==> config.mk <==
export PLATFORM = sky130hd
export DESIGN_NAME = icache_responder
export DESIGN_NICKNAME = d
export VERILOG_FILES = /design/src/rtl/icache_responder.sv
export SDC_FILE = /design/constraint.sdc
export NUM_CORES = 2
export LEC_CHECK = 0
export BUFFER_PORTS_ARGS = -buffer_cell sky130_fd_sc_hd__buf_4
export CAP_MARGIN = 15
export CORE_MARGIN = 5
export CORE_UTILIZATION = 65
export DETAILED_ROUTE_END_ITERATION = 8
export GPL_TIMING_DRIVEN = 1
export HOLD_SLACK_MARGIN = 0.08
export PLACE_DENSITY_LB_ADDON = 0.2
export SYNTH_ARGS = -nofsm -noshare
export SYNTH_HDL_FRONTEND = slang
export SYNTH_SLANG_ARGS = --single-unit
==> constraint.sdc <==
create_clock -name clk -period 8.9 [get_ports clk]
set_clock_uncertainty 0.2 [all_clocks]
set_input_delay 0.445 -clock clk [delete_from_list [all_inputs] [get_ports clk]]
set_output_delay 0.445 -clock clk [all_outputs]
set_load 0.01 [all_outputs]
==> src/rtl/icache_responder.sv <==
// Direct-mapped read-only instruction cache: 0-cycle hit, 4-beat line refill over req/ack.
// Optional hit/miss statistics outputs are enabled by defining ICACHE_STATS_EN.
`timescale 1ns/1ps
module icache_responder #(
  parameter int          ADDR_W   = 16,
  parameter int          IDX_W    = 4,
  parameter int          OFF_W    = 2,
  parameter logic [31:0] NOP_INST = 32'h0000_0000
) (
  input  logic              clk,
  input  logic              rst,
  input  logic [ADDR_W-1:0] PC,
  input  logic              flush,
  output logic [31:0]       Instruction,
  output logic              stall,
  output logic              mem_req,
  output logic [ADDR_W-1:0] mem_addr,
  input  logic [31:0]       mem_rdata,
  input  logic              mem_ack
`ifdef ICACHE_STATS_EN
  ,
  output logic [15:0]       hit_count,
  output logic [15:0]       miss_count
`endif
);

  localparam int TAG_W  = ADDR_W - IDX_W - OFF_W;
  localparam int NLINES = 1 << IDX_W;
  localparam int NWORDS = 1 << (IDX_W + OFF_W);

  typedef enum logic [1:0] {LOOKUP, REFILL, FILL_DONE} state_t;

  state_t             state_q, state_d;
  logic [NLINES-1:0]  valid_q, valid_d;
  logic [TAG_W-1:0]   miss_tag_q, miss_tag_d;
  logic [IDX_W-1:0]   miss_idx_q, miss_idx_d;
  logic [OFF_W-1:0]   cnt_q, cnt_d;
  logic               flush_pend_q, flush_pend_d;

  logic [TAG_W-1:0]   tag_q  [NLINES];
  logic [31:0]        data_q [NWORDS];

  logic [TAG_W-1:0]   pc_tag;
  logic [IDX_W-1:0]   pc_idx;
  logic [OFF_W-1:0]   pc_off;
  logic               hit;
  logic               beat_ack;
  logic               last_beat;

  assign pc_tag    = PC[ADDR_W-1:IDX_W+OFF_W];
  assign pc_idx    = PC[IDX_W+OFF_W-1:OFF_W];
  assign pc_off    = PC[OFF_W-1:0];
  assign hit       = (state_q == LOOKUP) && valid_q[pc_idx] && (tag_q[pc_idx] == pc_tag);
  // Acks outside REFILL are not tied to an outstanding request and are dropped.
  assign beat_ack  = (state_q == REFILL) && mem_ack;
  assign last_beat = beat_ack && (cnt_q == {OFF_W{1'b1}});

  always_comb begin
    state_d      = state_q;
    valid_d      = valid_q;
    miss_tag_d   = miss_tag_q;
    miss_idx_d   = miss_idx_q;
    cnt_d        = cnt_q;
    flush_pend_d = flush_pend_q;
    stall        = 1'b1;
    Instruction  = NOP_INST;
    mem_req      = 1'b0;
    mem_addr     = {miss_tag_q, miss_idx_q, cnt_q};

    // Lookup above reads valid_q, so a hit on the flush edge still returns data.
    if (flush) valid_d = '0;

    case (state_q)
      LOOKUP: begin
        if (hit) begin
          stall       = 1'b0;
          Instruction = data_q[{pc_idx, pc_off}];
        end else begin
          state_d    = REFILL;
          miss_tag_d = pc_tag;
          miss_idx_d = pc_idx;
          cnt_d      = '0;
        end
      end
      REFILL: begin
        mem_req = 1'b1;
        if (flush) flush_pend_d = 1'b1;
        if (beat_ack) cnt_d = cnt_q + OFF_W'(1);
        if (last_beat) begin
          state_d = FILL_DONE;
          // A flush seen at any point of the refill leaves the new line invalid.
          if (!(flush_pend_q || flush)) valid_d[miss_idx_q] = 1'b1;
        end
      end
      FILL_DONE: begin
        state_d      = LOOKUP;
        flush_pend_d = 1'b0;
      end
      default: state_d = LOOKUP;
    endcase
  end

  always_ff @(posedge clk) begin
    if (rst) begin
      state_q      <= LOOKUP;
      valid_q      <= '0;
      miss_tag_q   <= '0;
      miss_idx_q   <= '0;
      cnt_q        <= '0;
      flush_pend_q <= 1'b0;
    end else begin
      state_q      <= state_d;
      valid_q      <= valid_d;
      miss_tag_q   <= miss_tag_d;
      miss_idx_q   <= miss_idx_d;
      cnt_q        <= cnt_d;
      flush_pend_q <= flush_pend_d;
    end
  end

  // Storage arrays carry no reset; the valid bits alone qualify their contents.
  always_ff @(posedge clk) begin
    if (beat_ack) data_q[{miss_idx_q, cnt_q}] <= mem_rdata;
    if (last_beat) tag_q[miss_idx_q] <= miss_tag_q;
  end

`ifdef ICACHE_STATS_EN
  logic [15:0] hit_cnt_q, miss_cnt_q;

  function automatic logic [15:0] sat_inc(input logic [15:0] v);
    return (v == 16'hFFFF) ? v : v + 16'd1;
  endfunction

  always_ff @(posedge clk) begin
    if (rst) begin
      hit_cnt_q  <= '0;
      miss_cnt_q <= '0;
    end else begin
      if (hit) hit_cnt_q <= sat_inc(hit_cnt_q);
      if ((state_q == LOOKUP) && !hit) miss_cnt_q <= sat_inc(miss_cnt_q);
    end
  end

  assign hit_count  = hit_cnt_q;
  assign miss_count = miss_cnt_q;
`endif

endmodule

==> results by group <==
Global route
  – Global-route wire length before repair: 322.7 mm
  – Grt ovf: 0
  – Total track usage: 32.91%
  – Initial antenna violation count: 28
  – Largest net degree at the start of global routing: 171
  – Number of global-route vias before repair: 42.92k

Flow run
  – Maxcap violations: 0

Synthesis
  – Mean Syn Cell Area: 24.43 sq um
  – Share of the synthesized area in the top cell type: 76.97%
  – Top post-synthesis cells by area: edfxtp_1 (77%), mux4_2 (18%), dfxtp_1 (0.81%)
  – Yosys cell types: 60
  – Mapped Cells: 3526
  – Ys Warns: 0
  – Seq cells post-synth: 2243
  – Dominant synthesized flop cell: edfxtp_1
  – Synth async-reset ratio: 0%
  – Post-synthesis sequential area ratio: 77.78%
  – Syn nets: 3579
  – Post-synth EDFFs: 2208
  – Largest area contributor in the netlist: edfxtp_1
  – Synth Cell Area: 0.08615 sq mm

Critical path
  – CP max-delay cell: or4b_2
  – R2r endpoint: data_q[38][28]
  – Crit start category: input port
  – Worst path required time: 8.26 ns
  – Setup crit end kind: output pin
  – RR Startpoint: state_q[0]
  – Signal arrival time at the worst endpoint: 4.59 ns
  – Crit-path max cell delay: 0.99 ns
  – Critical path launch point: PC[2]
  – CP Max Fanout: 74
  – Setup crit end: Instruction[22]
  – FF-to-FF path depth: 6
  – Reg2reg setup slack: 4.83 ns
  – Critical-path cell list: buf_8 > buf_12 > mux4_2 > mux2i_1 > nor3_1 > nor4_1 > nand2_1 > or4b_2 > nor2b_1 > buf_4
  – WS Path Type: input port to output pin

Floorplan
  – Die height: 374.1 um
  – Die width: 374.1 um
  – Die footprint: 0.1399 sq mm
  – Core Box Area: 0.1316 sq mm
  – # rows: 133
  – Initial core utilization: 65.45%
  – I/O Pins: 102

Power and ir drop
  – Power Density: 224.1 mW/mm^2
  – Seq pwr share: 53.9%
  – Total power: 21.70 mW
  – Net Sw Frac: 20.90%
  – Gate power share: 5.1%
  – Clock group share of total power: 41.0%
  – P_leak: 30.05 nW
  – NetSw: 4.535 mW
  – Peak supply drop: 0.2461 mV
  – Pint: 17.17 mW

Routing
  – Post-route DRC: 0
  – Met3 routed WL: 28.24 mm
  – Final WL: 225.8 mm
  – Vias per cell: 7.322
  – Metal1 wirelength: 76.71 mm
  – Antenna Nets Post-Route: 0
  – DR WL/cell: 39.51 um
  – Via count: 41.85k
  – DRT Pass-1 Iters: 6
  – Met2 wire len: 112.3 mm
  – Top Metal Used: met5
  – DR iter-0 viols: 7795

Finish
  – Design area: 0.09684 sq mm
  – Fin cells: 5716
  – Proportion of layout cells with a drive suffix above 1: 32.09%
  – Most common cell after layout, fill and taps aside: edfxtp_1
  – Most frequent cells in the layout: edfxtp_1 (2208), mux4_2 (704), clkbuf_16 (212)
  – Syn-to-layout area delta: 12.42%
  – Final core occ: 73.57%
  – # nets final: 3830
  – Fill cell count: 6559

STA
  – Slew margin rel.: 16.42%
  – Final WS setup: 3.663 ns
  – Setup_tns: 0 ns
  – Final hold slack: 0.3012 ns
  – FMAX: 191.0 MHz
  – Unrepaired setup endpoints after global routing: no
  – Final Critical Period: 5.237 ns
  – Worst slew pin tran: 1.249 ns
  – Period utilization: 58.84%
  – Slew Viols, Final: 0
  – Final hold violation count: 0
  – Final setup violation count: 0

Clock network
  – Post-CTS Resized: 0
  – CTS tree: done
  – Hold_buf cts: 46
  – Clock-pin slew on the worst setup and hold paths: 0.06 ns
  – Root Buffer: clkbuf_16
  – H-tree lvl count: 4
  – Setup Fix Bufs, Post-CTS: 0
  – Max clock buf depth: 3
  – Worst skew pair latency: 0.83 ns
  – Sink Count: 2243
  – CTS buffer count: 206

Placement
  – Gpl congestion: 0.8250
  – Dpl cell area: 0.08959 sq mm
  – Post-DP HPWL: 108.5 mm
  – PortBufs: 101
  – Placed instance count: 5276
  – Setup WS pre-CTS: 3.693 ns

Worst hold path
  – Worst hold path class: flop to flop
  – Hold Path Cell Cnt: 2

Status
  – Status: complete, no violations
routing by layer:
layer  GRT usage (%)  up-vias
met5               0        -
met4           10.67       24
met3           8.054      596
met2           53.00     3485
met1           45.77    21932
li1                -    15814
logic make-up after synthesis:
family	Yosys count	synth area share, %
flip-flops	2243	77.78
multiplexers	743	18.87
AND/OR/NAND/NOR	250	1.500
buffers and inverters	199	0.9513
AO/OA/AOI/OAI	80	0.7785
XOR/XNOR	10	0.1017
adder cells (fa/ha/maj)	1	0.01452
final cells by class:
type                    instances  area [sq um]  area share [%]
inverters                       4         15.01         0.01550
flip-flops and latches       2243         67000           69.19
clock inverters               123          1219           1.258
well taps                    1755          2196           2.267
clock buffers                 259          5532           5.712
diodes                         10         25.02         0.02584
multi-input cells            1084         18800           19.42
repair buffers                238          2051           2.118
cells in the mapped netlist (3+ instances only):
master       n
nand3_1      7
o21ai_0      3
nor3b_1     14
a21oi_1      6
mux2i_1     28
mux4_2     704
dfxtp_1     35
o22ai_1      3
mux2_2      10
a211oi_1     3
a22oi_1     15
a211o_1     14
nand2b_1    10
nand2_1     23
inv_1        4
buf_2       25
xor2_1       5
buf_4        5
buf_6        3
nor2b_1     43
nor4b_1     15
xnor2_1      5
nor2_1     113
a32o_1      14
clkbuf_1   112
buf_1       50
nor3_1       5
edfxtp_1  2208
registers in the layout (all words and copies together) (netlist names):
| name | count |
|---|---|
| cnt_q | 2 |
| data_q | 2048 |
| flush_pend_q | 1 |
| miss_idx_q | 4 |
| miss_tag_q | 10 |
| state_q | 2 |
| tag_q | 160 |
| valid_q | 16 |
worst max-delay path: cells and delay by family:
| family | cells | cell delay [ns] |
|---|---|---|
| buffers and inverters | 3 | 1.45 |
| multiplexers | 2 | 0.82 |
| AND/OR/NAND/NOR | 5 | 1.79 |
worst min-delay path by stage:
stage                      from           to
floorplan           valid_q[15]  valid_q[15]
detailed placement  valid_q[15]  valid_q[15]
CTS                 valid_q[15]  valid_q[15]
global route        valid_q[15]  valid_q[15]
finish              valid_q[15]  valid_q[15]
global placement     valid_q[7]   valid_q[7]
power by group through the flow:
| stage | clock network [mW] | registers [mW] | logic [mW] |
|---|---|---|---|
| 2_1_floorplan | 0 | 11.9 | 0.598 |
| 3_3_place_gp | 0 | 11.9 | 1.01 |
| 3_5_place_dp | 0 | 11.9 | 1.05 |
| 4_1_cts | 8.98 | 11.7 | 1.09 |
| 5_1_grt | 9.50 | 11.7 | 1.15 |
| 6_report | 8.91 | 11.7 | 1.11 |
(Power assumes the default switching activity.)
